==> src/rtl/if_stage_pc_if.sv <==
// Fetch-stage bus: hazard/redirect controls and the imem read port going in,
// PC and IF/ID pipeline latch coming out.
interface if_stage_pc_if;
    logic        stall;
    logic        branch_taken;
    logic [31:0] branch_target;
    logic        jump;
    logic [31:0] jump_target;
    logic        jr;
    logic [31:0] jr_target;
    logic [31:0] instr_in;
    logic [31:0] imem_addr;
    logic [31:0] pc;
    logic [31:0] ifid_instr;
    logic [31:0] ifid_pc_plus4;
    logic        ifid_valid;
    logic [31:0] fetch_count;

    // Driver side: pipeline control logic and instruction memory.
    modport master (
        output stall, branch_taken, branch_target, jump, jump_target,
               jr, jr_target, instr_in,
        input  imem_addr, pc, ifid_instr, ifid_pc_plus4, ifid_valid, fetch_count
    );

    // Fetch-stage side.
    modport slave (
        input  stall, branch_taken, branch_target, jump, jump_target,
               jr, jr_target, instr_in,
        output imem_addr, pc, ifid_instr, ifid_pc_plus4, ifid_valid, fetch_count
    );
endinterface

==> src/rtl/if_stage_pc_unit.sv <==
// Instruction-fetch stage: program counter, next-PC selection and the IF/ID
// pipeline latch. A redirect squashes the instruction being fetched (one bubble)
// and wins over a stall, since the fetched instruction is on the wrong path anyway.
module if_stage_pc_unit #(
    parameter logic [31:0] RESET_PC  = 32'h0000_0000,
    parameter logic [31:0] NOP_INSTR = 32'h0000_0000
) (
    input logic          clk,
    input logic          rst_n,
    if_stage_pc_if.slave bus
);

    logic [31:0] pc_q, pc_d;
    logic [31:0] ifid_instr_q, ifid_instr_d;
    logic [31:0] ifid_pc_plus4_q, ifid_pc_plus4_d;
    logic        ifid_valid_q, ifid_valid_d;
    logic [31:0] fetch_count_q, fetch_count_d;

    logic        redirect;
    logic [31:0] redirect_target;
    logic [31:0] pc_plus4;

    assign redirect = bus.jr | bus.branch_taken | bus.jump;
    assign pc_plus4 = pc_q + 32'd4;

    // Redirect target priority: jr (EX) > branch (EX) > jump (ID).
    always_comb begin
        redirect_target = bus.jump_target;
        if (bus.jr) begin
            redirect_target = bus.jr_target;
        end else if (bus.branch_taken) begin
            redirect_target = bus.branch_target;
        end
    end

    // Next-state selection: redirect, then stall, then sequential fetch.
    always_comb begin
        pc_d            = pc_q;
        ifid_instr_d    = ifid_instr_q;
        ifid_pc_plus4_d = ifid_pc_plus4_q;
        ifid_valid_d    = ifid_valid_q;
        fetch_count_d   = fetch_count_q;
        if (redirect) begin
            pc_d            = redirect_target & ~32'h3;
            ifid_instr_d    = NOP_INSTR;
            ifid_pc_plus4_d = 32'h0;
            ifid_valid_d    = 1'b0;
        end else if (!bus.stall) begin
            pc_d            = pc_plus4;
            ifid_instr_d    = bus.instr_in;
            ifid_pc_plus4_d = pc_plus4;
            ifid_valid_d    = 1'b1;
            fetch_count_d   = fetch_count_q + 32'd1;
        end
    end

    // PC and IF/ID register with asynchronous reset.
    always_ff @(posedge clk or negedge rst_n) begin
        if (!rst_n) begin
            pc_q            <= RESET_PC;
            ifid_instr_q    <= NOP_INSTR;
            ifid_pc_plus4_q <= 32'h0;
            ifid_valid_q    <= 1'b0;
            fetch_count_q   <= 32'h0;
        end else begin
            pc_q            <= pc_d;
            ifid_instr_q    <= ifid_instr_d;
            ifid_pc_plus4_q <= ifid_pc_plus4_d;
            ifid_valid_q    <= ifid_valid_d;
            fetch_count_q   <= fetch_count_d;
        end
    end

    assign bus.imem_addr     = pc_q;
    assign bus.pc            = pc_q;
    assign bus.ifid_instr    = ifid_instr_q;
    assign bus.ifid_pc_plus4 = ifid_pc_plus4_q;
    assign bus.ifid_valid    = ifid_valid_q;
    assign bus.fetch_count   = fetch_count_q;

endmodule
==> src/flat_wrapper.sv <==
// flat-port wrapper written by rule: the top's interface ports become plain ports
module if_stage_pc_unit_flat 
#(
    parameter logic [31:0] RESET_PC  = 32'h0000_0000,
    parameter logic [31:0] NOP_INSTR = 32'h0000_0000
)
  (clk, rst_n, bus_stall, bus_branch_taken, bus_branch_target, bus_jump, bus_jump_target, bus_jr, bus_jr_target, bus_instr_in, bus_imem_addr, bus_pc, bus_ifid_instr, bus_ifid_pc_plus4, bus_ifid_valid, bus_fetch_count);
  if_stage_pc_if bus_i ();
  input logic clk;
  input logic rst_n;
  input wire logic [$bits(bus_i.stall)-1:0] bus_stall;
  input wire logic [$bits(bus_i.branch_taken)-1:0] bus_branch_taken;
  input wire logic [$bits(bus_i.branch_target)-1:0] bus_branch_target;
  input wire logic [$bits(bus_i.jump)-1:0] bus_jump;
  input wire logic [$bits(bus_i.jump_target)-1:0] bus_jump_target;
  input wire logic [$bits(bus_i.jr)-1:0] bus_jr;
  input wire logic [$bits(bus_i.jr_target)-1:0] bus_jr_target;
  input wire logic [$bits(bus_i.instr_in)-1:0] bus_instr_in;
  output wire logic [$bits(bus_i.imem_addr)-1:0] bus_imem_addr;
  output wire logic [$bits(bus_i.pc)-1:0] bus_pc;
  output wire logic [$bits(bus_i.ifid_instr)-1:0] bus_ifid_instr;
  output wire logic [$bits(bus_i.ifid_pc_plus4)-1:0] bus_ifid_pc_plus4;
  output wire logic [$bits(bus_i.ifid_valid)-1:0] bus_ifid_valid;
  output wire logic [$bits(bus_i.fetch_count)-1:0] bus_fetch_count;
  assign bus_i.stall = bus_stall;
  assign bus_i.branch_taken = bus_branch_taken;
  assign bus_i.branch_target = bus_branch_target;
  assign bus_i.jump = bus_jump;
  assign bus_i.jump_target = bus_jump_target;
  assign bus_i.jr = bus_jr;
  assign bus_i.jr_target = bus_jr_target;
  assign bus_i.instr_in = bus_instr_in;
  assign bus_imem_addr = bus_i.imem_addr;
  assign bus_pc = bus_i.pc;
  assign bus_ifid_instr = bus_i.ifid_instr;
  assign bus_ifid_pc_plus4 = bus_i.ifid_pc_plus4;
  assign bus_ifid_valid = bus_i.ifid_valid;
  assign bus_fetch_count = bus_i.fetch_count;
  if_stage_pc_unit #(.RESET_PC(RESET_PC), .NOP_INSTR(NOP_INSTR)) u_core (.clk(clk), .rst_n(rst_n), .bus(bus_i));
endmodule
==> config.mk <==
export PLATFORM = sky130hd
export DESIGN_NAME = if_stage_pc_unit_flat
export DESIGN_NICKNAME = d
export VERILOG_FILES = /design/src/rtl/if_stage_pc_if.sv /design/src/rtl/if_stage_pc_unit.sv /design/src/flat_wrapper.sv
export SDC_FILE = /design/constraint.sdc
export NUM_CORES = 1
export LEC_CHECK = 0
export ABC_AREA = 1
export BUFFER_PORTS_ARGS = -buffer_cell sky130_fd_sc_hd__clkbuf_2
export CELL_PAD_IN_SITES_DETAIL_PLACEMENT = 0
export CELL_PAD_IN_SITES_GLOBAL_PLACEMENT = 1
export CORE_MARGIN = 3
export CORE_UTILIZATION = 34
export CTS_CLUSTER_SIZE = 16
export DETAILED_ROUTE_END_ITERATION = 16
export PLACE_DENSITY = 0.9
export SLEW_MARGIN = 20
export SYNTH_ARGS = -nofsm -noshare
export SYNTH_HDL_FRONTEND = slang
export SYNTH_SLANG_ARGS = --single-unit
==> constraint.sdc <==
create_clock -name clk -period 1.9 [get_ports clk]
set_input_delay 0.285 -clock clk [delete_from_list [all_inputs] [get_ports clk]]
set_output_delay 0.285 -clock clk [all_outputs]
set_load 0.05 [all_outputs]
==> results.md, run 1 <==
- Synth warn: 0
- Pin count of the biggest net entering global routing: 59
- Clock sinks: 125
- Remaining global-route overflow: 0
- CP Max Fanout: 6
- Port bufs: 282
- Total CTS buffers: 17
- Routed wire per std cell: 15.6 microns
- Slowest CP cell: dfrtp_1
- Final setup viols: 0
- Placed Area: 0.00873 sq mm
- Die W: 151 microns
- Pins over their slew limit: 0
- Sequential share of the synthesized area: 0.440
- Maximum buffer depth of the clock tree: 2
- Total power: 8.10 mW
- Place WS: 123 ps
- Antenna violations before repair: 1
- Worst-path cell chain: ha_1 -> nand2_1 -> nor2_2 -> nand2_2 -> nor2_2 -> nand2_1 -> nand2_1 -> nand3_1 -> o21ai_0
- Most frequent CP cell: nand2_1
- Vias in the first global route: 6619
- Setup TNS: 0 ps
- Post-Synthesis Cell Area: 0.00711 sq mm
- Area grow syn2layout: 31.0%
- Final wirelength: 23200 microns
- Worst rel slew slack: 0.587
- Vias per Instance: 4.81
- I/O pin count: 295
- Post-Synthesis Cells: 937
- Share of layout cells above drive strength 1: 0.311
- Final hold vios: 0
- Nets: 1337
- Total number of vias: 7141
- Status: finished, final reports clean
- Required @ worst endpoint: 2240 ps
- Initial core utilization: 0.349
- Synth cell types: 36
- Clock Skew: 13.1 ps
- First-pass detailed-route iteration total: 5
- Layout Cell Area excl Fill: 0.00932 sq mm
- CP Launch Type: register
- Setup slack after layout: 170 ps
- FF+latch count, synth: 125
- Post-detail-place hpwl: 18400 microns
- Max_cap viols: 0
- FMAX: 0.578 GHz
- Slew @ Worst Pin: 619 ps
- CTS tree: yes
- Register area: 0.00313 sq mm
- Htree depth: 4
- Data arrival time of the critical path: 2070 ps
- Initial DRC count: 389
- Core area: 0.0204 sq mm
- Post-layout min period: 1730 ps
- RSZ-0062 raised after global routing: yes
- First-pass GRT wire length: 35300 microns
- Antenna Nets Post-Route: 0
- Die ar.: 0.0227 sq mm
- Filler cells: 2024
- Crit path largest cell delay: 350 ps
- Root buffer cell: clkbuf_16
- DRC viols: 0
- GP Congestion: 0.860
- IR drop worst, VDD: 0.374 mV
- Num rows: 52
- Latest clock arrival within the worst-skew pair: 420 ps
- CP Class: reg -> reg
- Post-Syn Area per Cell: 7.59 sq um
- Clock-pin transition on the worst setup and hold timing paths: 60 ps
- Area of the multi-input gates: 0.00329 sq mm
- Crit end category: register
- Lkg Pwr: 4.83 nW
- Period Utilization, post-route: 0.911
- Power density over cell area: 869 mW/mm^2
- Worst min path class: in -> reg
- Die height: 151 microns
- Gr usage total: 0.202
-- cell type report --
type / instances / share of cell area
Timing Repair Buffer: 313 / 0.185
Antenna cell: 1 / 0.000269
Tap cell: 270 / 0.0363
Clock inverter: 14 / 0.0142
Clock buffer: 18 / 0.0471
Sequential cell: 125 / 0.336
Multi-Input combinational cell: 676 / 0.354
Inverter: 68 / 0.0279
-- critical path, delay by kind of cell, from the launching register on --
family                     cells  cell delay, ps
AOI/OAI and AO/OA              1             150
adders and majority gates      1             160
DFF                            1             350
and+or+nand+nor                7             990
-- cell usage in the layout, fill, tap and decap left out, types with 3 or more instances in the layout --
master,n
xnor2_1,9
dfrtp_1,125
nand3b_1,9
nor3_2,3
xor2_1,11
nor3_1,7
nor2_2,10
inv_1,61
a31oi_1,18
a21oi_1,27
conb_1,6
nand2_2,5
clkbuf_16,17
nor2_1,111
a22oi_1,4
clkinvlp_4,3
nand3_1,68
a22o_1,32
and2_1,4
o21ai_0,29
o21ai_1,18
clkbuf_2,281
nand2_1,274
nand4_1,8
inv_6,7
nor2_4,4
o211ai_1,12
inv_2,6
buf_12,6
buf_4,25
-- flip-flops by register name, indices dropped and copies added (netlist names) --
| register | cells |
|---|---|
| u_core.bus.fetch_count | 32 |
| u_core.bus.ifid_instr | 32 |
| u_core.bus.ifid_pc_plus4 | 30 |
| u_core.bus.ifid_valid | 1 |
| u_core.bus.imem_addr | 30 |
-- through the flow --
step / std cells / hold WS (ps) / util
2_1_floorplan: 942 / -10.6 / -
4_1_cts: 1484 / 57.2 / 0.457
6_report: 1485 / 71.9 / 0.458
3_5_place_dp: 1451 / 348 / 0.429
3_3_place_gp: 1451 / 342 / 0.429
5_1_grt: 1485 / 61.5 / 0.458
-- cell families after synthesis --
| kind of cell | share of synthesized area |
|---|---|
| other cells | 0.000527 |
| buf+inv | 0.100 |
| fa+ha+maj | 0.00352 |
| flops | 0.440 |
| simple gates | 0.306 |
| compound gates | 0.125 |
| xor+xnor | 0.0246 |
-- timing repair --
action	4_1_cts	5_1_grt
endpoints found under the hold margin	42	0
gates resized for setup	0	2
hold buffers	1	0
buffers inserted	0	0
endpoints found under the setup margin	0	5
-- where the power goes --
part | total, mW | internal (mW) | switching, mW
clock | 3.15 | 1.85 | 1.29
sequential | 2.99 | 2.80 | 0.190
combinational | 1.96 | 0.514 | 1.44
total | 8.10 | 5.17 | 2.93
-- path summary, 6_finish.rpt --
| kind | startpoint | to | slack (ps) | cells past startpoint |
|---|---|---|---|---|
| max | u_core.bus.imem_addr[2] | u_core.bus.ifid_pc_plus4[20] | 170 | 9 |
| max in group asynchronous | rst_n | u_core.bus.ifid_instr[11] | 830 | 3 |
| min | bus_instr_in[17] | u_core.bus.ifid_instr[17] | 70 | 2 |
| max reg2reg | u_core.bus.imem_addr[2] | u_core.bus.ifid_pc_plus4[20] | 170 | 9 |
| min in group asynchronous | rst_n | u_core.bus.fetch_count[18] | 430 | 2 |
| min reg2reg | u_core.bus.ifid_pc_plus4[2] | u_core.bus.ifid_pc_plus4[2] | 480 | 2 |
-- routing by layer --
metal  vias to the layer above  track usage  routed length [microns]
met5                         -            0                        0
met4                         0       0.0698                      540
met3                        34       0.0488                     1500
met2                       258        0.320                    10700
met1                      3292        0.270                    10500
li1                       3557            -                        -
-- synthesized netlist by cell type (all sizes together) --
| library cell | number | area share |
|---|---|---|
| a22oi | 4 | 0.0042 |
| or2 | 1 | 0.00088 |
| dfrtp | 125 | 0.44 |
| conb | 1 | 0.00053 |
| clkbuf | 15 | 0.0079 |
| o221ai | 1 | 0.0012 |
| inv | 68 | 0.037 |
| a22o | 32 | 0.039 |
| and2 | 4 | 0.0035 |
| ha | 2 | 0.0035 |
| nand2 | 280 | 0.15 |
| nand4 | 8 | 0.0070 |
| a31oi | 18 | 0.016 |
| nand3 | 69 | 0.049 |
| nor2 | 126 | 0.076 |
| nand3b | 9 | 0.0095 |
| o21ai | 47 | 0.033 |
| o211ai | 12 | 0.013 |
| nor3 | 10 | 0.0091 |
| a21oi | 27 | 0.019 |
| xor2 | 11 | 0.014 |
| buf | 58 | 0.056 |
| xnor2 | 9 | 0.011 |
Note: power is estimated with default switching activity, not from simulation.
==> run 2: changes to the inputs <==
--- a/config.mk
+++ b/config.mk
@@ -10,10 +10,10 @@
 export CELL_PAD_IN_SITES_DETAIL_PLACEMENT = 0
 export CELL_PAD_IN_SITES_GLOBAL_PLACEMENT = 1
 export CORE_MARGIN = 3
-export CORE_UTILIZATION = 34
+export CORE_UTILIZATION = 37
 export CTS_CLUSTER_SIZE = 16
 export DETAILED_ROUTE_END_ITERATION = 16
-export PLACE_DENSITY = 0.9
+export PLACE_DENSITY = 0.95
 export SLEW_MARGIN = 20
 export SYNTH_ARGS = -nofsm -noshare
 export SYNTH_HDL_FRONTEND = slang
==> constraint.sdc (replaced) <==
create_clock -name clk -period 2.2 [get_ports clk]
set_input_delay 0.33 -clock clk [delete_from_list [all_inputs] [get_ports clk]]
set_output_delay 0.33 -clock clk [all_outputs]
set_load 0.05 [all_outputs]
==> results.md, run 2 (synthesis results as in run 1) <==
- Antenna Nets Post-Route: 0
- Power density over cell area: 769 mW/mm^2
- CP Class: reg -> reg
- Total power: 7.03 mW
- Htree depth: 4
- Final wirelength: 22800 microns
- Clock Skew: 11.1 ps
- Final hold vios: 0
- Die ar.: 0.0209 sq mm
- Final setup viols: 0
- Commonest non-fill, non-tap cell in the layout: clkbuf_2
- Setup TNS: 0 ps
- Pins over their slew limit: 0
- Worst min path class: in -> reg
- Post_cts resized: 0
- R2r startpoint: u_core.bus.imem_addr[3]
- Post-layout min period: 1820 ps
- First-pass GRT wire length: 35100 microns
- RSZ-0062 raised after global routing: no
- Place WS: 239 ps
- Total number of vias: 7087
- Post-detail-place hpwl: 17500 microns
- Die W: 145 microns
- Nets: 1320
- DRC viols: 0
- Worst R2R Path Depth: 9
- Register area: 0.00313 sq mm
- Gr usage total: 0.215
- Worst rel slew slack: 0.619
- Initial core utilization: 0.379
- IR drop worst, VDD: 0.450 mV
- Max_cap viols: 0
- Worst Setup SP: u_core.bus.imem_addr[3]
- Placed Area: 0.00854 sq mm
- Period Utilization, post-route: 0.828
- Num rows: 50
- Setup repair bufs after CTS: 0
- Lkg Pwr: 4.74 nW
- Clock-pin transition on the worst setup and hold timing paths: 60 ps
- Data arrival time of the critical path: 2150 ps
- N_diodes: 0
- Clock sinks: 125
- Slew @ Worst Pin: 571 ps
- Vias in the first global route: 6671
- Most frequent CP cell: nand2_1
- GP Congestion: 0.852
- CP Launch Type: register
- Remaining global-route overflow: 0
- Die height: 145 microns
- Crit end category: register
- Vias per Instance: 4.95
- Routed wire per std cell: 15.9 microns
- CTS tree: yes
- Most frequent cells in the layout: clkbuf_2, nand2_1, dfrtp_1
- I/O pin count: 295
- Latest clock arrival within the worst-skew pair: 420 ps
- Pin count of the biggest net entering global routing: 59
- Slowest CP cell: dfrtp_1
- Hold WS: 125 ps
- Total CTS buffers: 17
- Setup slack after layout: 378 ps
- Area grow syn2layout: 28.5%
- Port bufs: 282
- Register-to-Register Setup Slack: 380 ps
- Antenna violations before repair: 0
- Layout Cell Area excl Fill: 0.00914 sq mm
- Placed Cells incl. Taps: 1398
- Final core occ: 0.487
- Crit path to: u_core.bus.ifid_pc_plus4[24]
- Required @ worst endpoint: 2530 ps
- Worst-path cell chain: ha_1 -> nand2_1 -> nor2_2 -> nand2_1 -> nor2_1 -> nand2_1 -> nand2_1 -> nand3_1 -> o21ai_0
- Filler cells: 1857
- Root buffer cell: clkbuf_16
- Worst R2R End: u_core.bus.ifid_pc_plus4[24]
- CP Max Fanout: 5
- Post-Layout Cell Count: 1431
- Status: finished, final reports clean
- Core area: 0.0188 sq mm
- Initial DRC count: 465
- Area of the multi-input gates: 0.00329 sq mm
- Share of layout cells above drive strength 1: 0.297
- Crit path largest cell delay: 440 ps
- First-pass detailed-route iteration total: 5
- FMAX: 0.549 GHz
- Maximum buffer depth of the clock tree: 2
[run 2: changes by cell type in the layout (fill, tap and decap cells not counted)]
cell       change
diode_2        -1
bufinv_16      +1
clkbuf_1       +2
buf_4         -16
buf_12         -1
nor2_2         -2
nor2_1         +2
inv_6          -3
[run 2: report_power, final]
part / switching [mW] / total [mW] / internal, mW
Clock: 1.11 / 2.81 / 1.71
Combinational: 1.19 / 1.58 / 0.392
Sequential: 0.214 / 2.64 / 2.42
Total: 2.51 / 7.03 / 4.52
[run 2: final cells by class]
cell class              count  share of cell area
clock buffers              20              0.0489
clock inverters            12              0.0149
inverters                  68              0.0285
multi-input cells         676               0.360
flip-flops and latches    125               0.342
well taps                 234              0.0320
repair buffers            296               0.173
[run 2: how the worst min path moves through the flow]
stage | from | endpoint | slack [ps] | depth (start not counted)
2_1_floorplan | rst_n | u_core.bus.fetch_count[0] | 30 | 0
5_1_grt | bus_instr_in[11] | u_core.bus.ifid_instr[11] | 110 | 2
6_report | bus_instr_in[12] | u_core.bus.ifid_instr[12] | 120 | 2
3_5_place_dp | rst_n | u_core.bus.ifid_instr[2] | 360 | 1
3_3_place_gp | rst_n | u_core.bus.ifid_instr[1] | 340 | 1
4_1_cts | bus_instr_in[15] | u_core.bus.ifid_instr[15] | 110 | 2
[run 2: critical path: cells and delay by family (launching register included)]
| family | cells | cell delay, ps |
|---|---|---|
| adders and majority gates | 1 | 190 |
| and+or+nand+nor | 7 | 920 |
| DFF | 1 | 440 |
| AOI/OAI and AO/OA | 1 | 170 |
[run 2: repair_timing]
item,4_1_cts,5_1_grt
hold buffers,1,0
hold endpoints to repair,33,0
setup endpoints to repair,0,0
[run 2: layer usage]
layer	track usage	wire, microns	vias to the layer above
met5	0	0	-
met4	0.0614	411	0
met3	0.0453	1300	25
met2	0.346	10700	235
met1	0.293	10300	3299
li1	-	-	3528
==> run 3: changes to the inputs <==
--- a/config.mk
+++ b/config.mk
@@ -5,15 +5,15 @@
 export SDC_FILE = /design/constraint.sdc
 export NUM_CORES = 1
 export LEC_CHECK = 0
-export ABC_AREA = 1
+export ABC_AREA = 0
 export BUFFER_PORTS_ARGS = -buffer_cell sky130_fd_sc_hd__clkbuf_2
 export CELL_PAD_IN_SITES_DETAIL_PLACEMENT = 0
 export CELL_PAD_IN_SITES_GLOBAL_PLACEMENT = 1
 export CORE_MARGIN = 3
-export CORE_UTILIZATION = 37
+export CORE_UTILIZATION = 32
 export CTS_CLUSTER_SIZE = 16
 export DETAILED_ROUTE_END_ITERATION = 16
-export PLACE_DENSITY = 0.95
+export PLACE_DENSITY = 0.87
 export SLEW_MARGIN = 20
 export SYNTH_ARGS = -nofsm -noshare
 export SYNTH_HDL_FRONTEND = slang
==> constraint.sdc (replaced) <==
create_clock -name clk -period 1.47 [get_ports clk]
set_input_delay 0.2205 -clock clk [delete_from_list [all_inputs] [get_ports clk]]
set_output_delay 0.2205 -clock clk [all_outputs]
set_load 0.05 [all_outputs]
==> results.md, run 3 <==
- Status: complete, but fails checks
- Failing checks: negative setup slack
- Reg power frac: 0.324
- Antenna Nets Post-Route: 0
- Placed Area: 0.00962 sq mm
- Initial core utilization: 0.329
- Total CTS buffers: 17
- Pins over their slew limit: 0
- Final wirelength: 24800 microns
- Post-detail-place hpwl: 18400 microns
- Area grow syn2layout: 60.4%
- GP Congestion: 0.837
- Worst min path class: in -> reg
- Core area: 0.0212 sq mm
- Logic pwr share: 0.299
- Setup slack after layout: -488 ps
- Clock Skew: 7.57 ps
- Sequential share of the synthesized area: 0.450
- Data arrival time of the critical path: 2250 ps
- Clock power share: 0.376
- Post-Syn Area per Cell: 9.27 sq um
- CP Max Fanout: 3
- First-pass detailed-route iteration total: 4
- Antenna violations before repair: 1
- Nets: 1266
- Crit end category: register
- Htree depth: 4
- Sw Pwr: 4.08 mW
- CP Class: reg -> reg
- Synth warn: 0
- DRC viols: 0
- Clock sinks: 125
- Vias per Instance: 4.92
- Internal power: 7.67 mW
- Gr usage total: 0.206
- Synth Flop Type: dfrtp_1
- Post-Synthesis Cell Area: 0.00695 sq mm
- Switching share of power: 0.347
- Total power: 11.8 mW
- Synth cell types: 51
- Die ar.: 0.0235 sq mm
- Worst R2R Path Depth: 7
- Ys async rst share: 1.00
- Die W: 153 microns
- Routed wire per std cell: 17.5 microns
- Hold Path Stages: 3
- Number of synthesized flops with an enable pin: 0
- FMAX: 0.511 GHz
- RSZ-0062 raised after global routing: yes
- Final core occ: 0.527
- Vias in the first global route: 7054
- Num rows: 53
- Port bufs: 282
- Top-count cell post-synth: dfrtp_1
- Required @ worst endpoint: 1760 ps
- Post-Synthesis Cells: 750
- Remaining global-route overflow: 0
- Final setup viols: 68
- IR drop worst, VDD: 0.703 mV
- Initial DRC count: 301
- Place WS: -470 ps
- Hold WS: 35.9 ps
- Max_cap viols: 0
- Synth area leader: dfrtp_1
- Root buffer cell: clkbuf_16
- Period Utilization, post-route: 1.33
- Clock-pin transition on the worst setup and hold timing paths: 60 ps
- Power density over cell area: 1050 mW/mm^2
- Lkg Pwr: 5.48 nW
- Share of layout cells above drive strength 1: 0.521
- CTS tree: yes
- First-pass GRT wire length: 38800 microns
- Top cells by count, synth: dfrtp_1, nor2_1, nand2_1, mux2i_1, xnor2_1
- Most frequent cells in the layout: clkbuf_2, buf_4, dfrtp_1
- Maximum buffer depth of the clock tree: 2
- Final hold vios: 0
- Post-layout min period: 1960 ps
- Commonest non-fill, non-tap cell in the layout: clkbuf_2
- Pin count of the biggest net entering global routing: 52
- Layout Cell Area excl Fill: 0.0112 sq mm
- Latest clock arrival within the worst-skew pair: 420 ps
- Synth top area cells: dfrtp_1, mux2i_1, xnor2_1
- Area fraction of the dominant cell type after synthesis: 0.450
- FF+latch count, synth: 125
- Total number of vias: 6980
- I/O pin count: 295
- Die height: 153 microns
- CP Launch Type: register
## run 3: changes by cell type in the layout (fill, tap and decap cells not counted), sizes merged, moves of 32 or more
cell	before	now
inv	71	10
mux2i	0	48
clkbuf	301	269
nor2	126	88
nand2	280	56
xnor2	9	48
a22o	32	0
buf	14	193
## run 3: kinds of logic (layout without fill, tap and decap cells)
| family | after synthesis | in the layout | synth area share |
|---|---|---|---|
| xor+xnor | 73 | 73 | 0.0930 |
| flops | 125 | 125 | 0.450 |
| mux | 49 | 49 | 0.0707 |
| buf+inv | 96 | 484 | 0.0754 |
| compound gates | 129 | 129 | 0.110 |
| simple gates | 275 | 275 | 0.197 |
| other cells | 1 | 7 | 0.000539 |
| fa+ha+maj | 2 | 2 | 0.00360 |
## run 3: path summary, 6_finish.rpt
kind                                            startpoint                         end  slack [ps]
worst min-delay path                     bus_jr_target[31]    u_core.bus.imem_addr[31]          40
max in group asynchronous                            rst_n   u_core.bus.fetch_count[0]         710
min in group asynchronous                            rst_n  u_core.bus.fetch_count[24]         200
worst max-delay path               u_core.bus.imem_addr[3]    u_core.bus.imem_addr[22]        -490
worst min register to register  u_core.bus.fetch_count[31]  u_core.bus.fetch_count[31]         470
worst max register to register     u_core.bus.imem_addr[3]    u_core.bus.imem_addr[22]        -490
## run 3: metrics by stage
step                      instances  setup TNS [ps]
final                          1419          -12900
after detailed placement       1360          -29980
after global placement         1360          -27340
after global routing           1419          -18200
after CTS                      1407          -11430
after floorplan                 755          -25520
## run 3: repair_timing
action / 4_1_cts / 5_1_grt
setup buffers: 15 / 15
gates resized for setup: 129 / 64
endpoints found under the hold margin: 126 / 0
gates cloned: 0 / 0
hold buffers: 2 / 0
pin swaps: 41 / 38
setup endpoints to repair: 111 / 99
## run 3: final cells by class
class	instances	area [sq um]
fillers	1902	10000
multi-input cells	534	3880
diodes	1	2.50
repair buffers	446	3130
clock inverters	14	185
well taps	275	344
clock buffers	18	429
flip-flops and latches	125	3170
inverters	6	22.5
## run 3: critical path, stage by stage (launching register included)
cell and delay (ps):
dfrtp_2 380, ha_4 130, nand4_1 180, or4_4 570
buf_6 140, or2_4 240, nand3_2 90, o311ai_2 100
## run 3: layer usage
metal / GRT usage / vias to the layer above / routed length, microns
met2: 0.350 / 258 / 12600
met3: 0.0413 / 38 / 1660
met4: 0.0761 / 0 / 618
met5: 0 / - / 0
li1: - / 3344 / -
met1: 0.262 / 3340 / 9930
## run 3: power groups by stage
stage / logic, mW / registers [mW] / clock network (mW)
finish: 3.52 / 3.81 / 4.42
global route: 3.74 / 3.84 / 4.65
CTS: 3.40 / 3.82 / 4.51
detailed placement: 3.08 / 3.86 / 0
global placement: 3.04 / 3.85 / 0
floorplan: 1.33 / 4.56 / 0
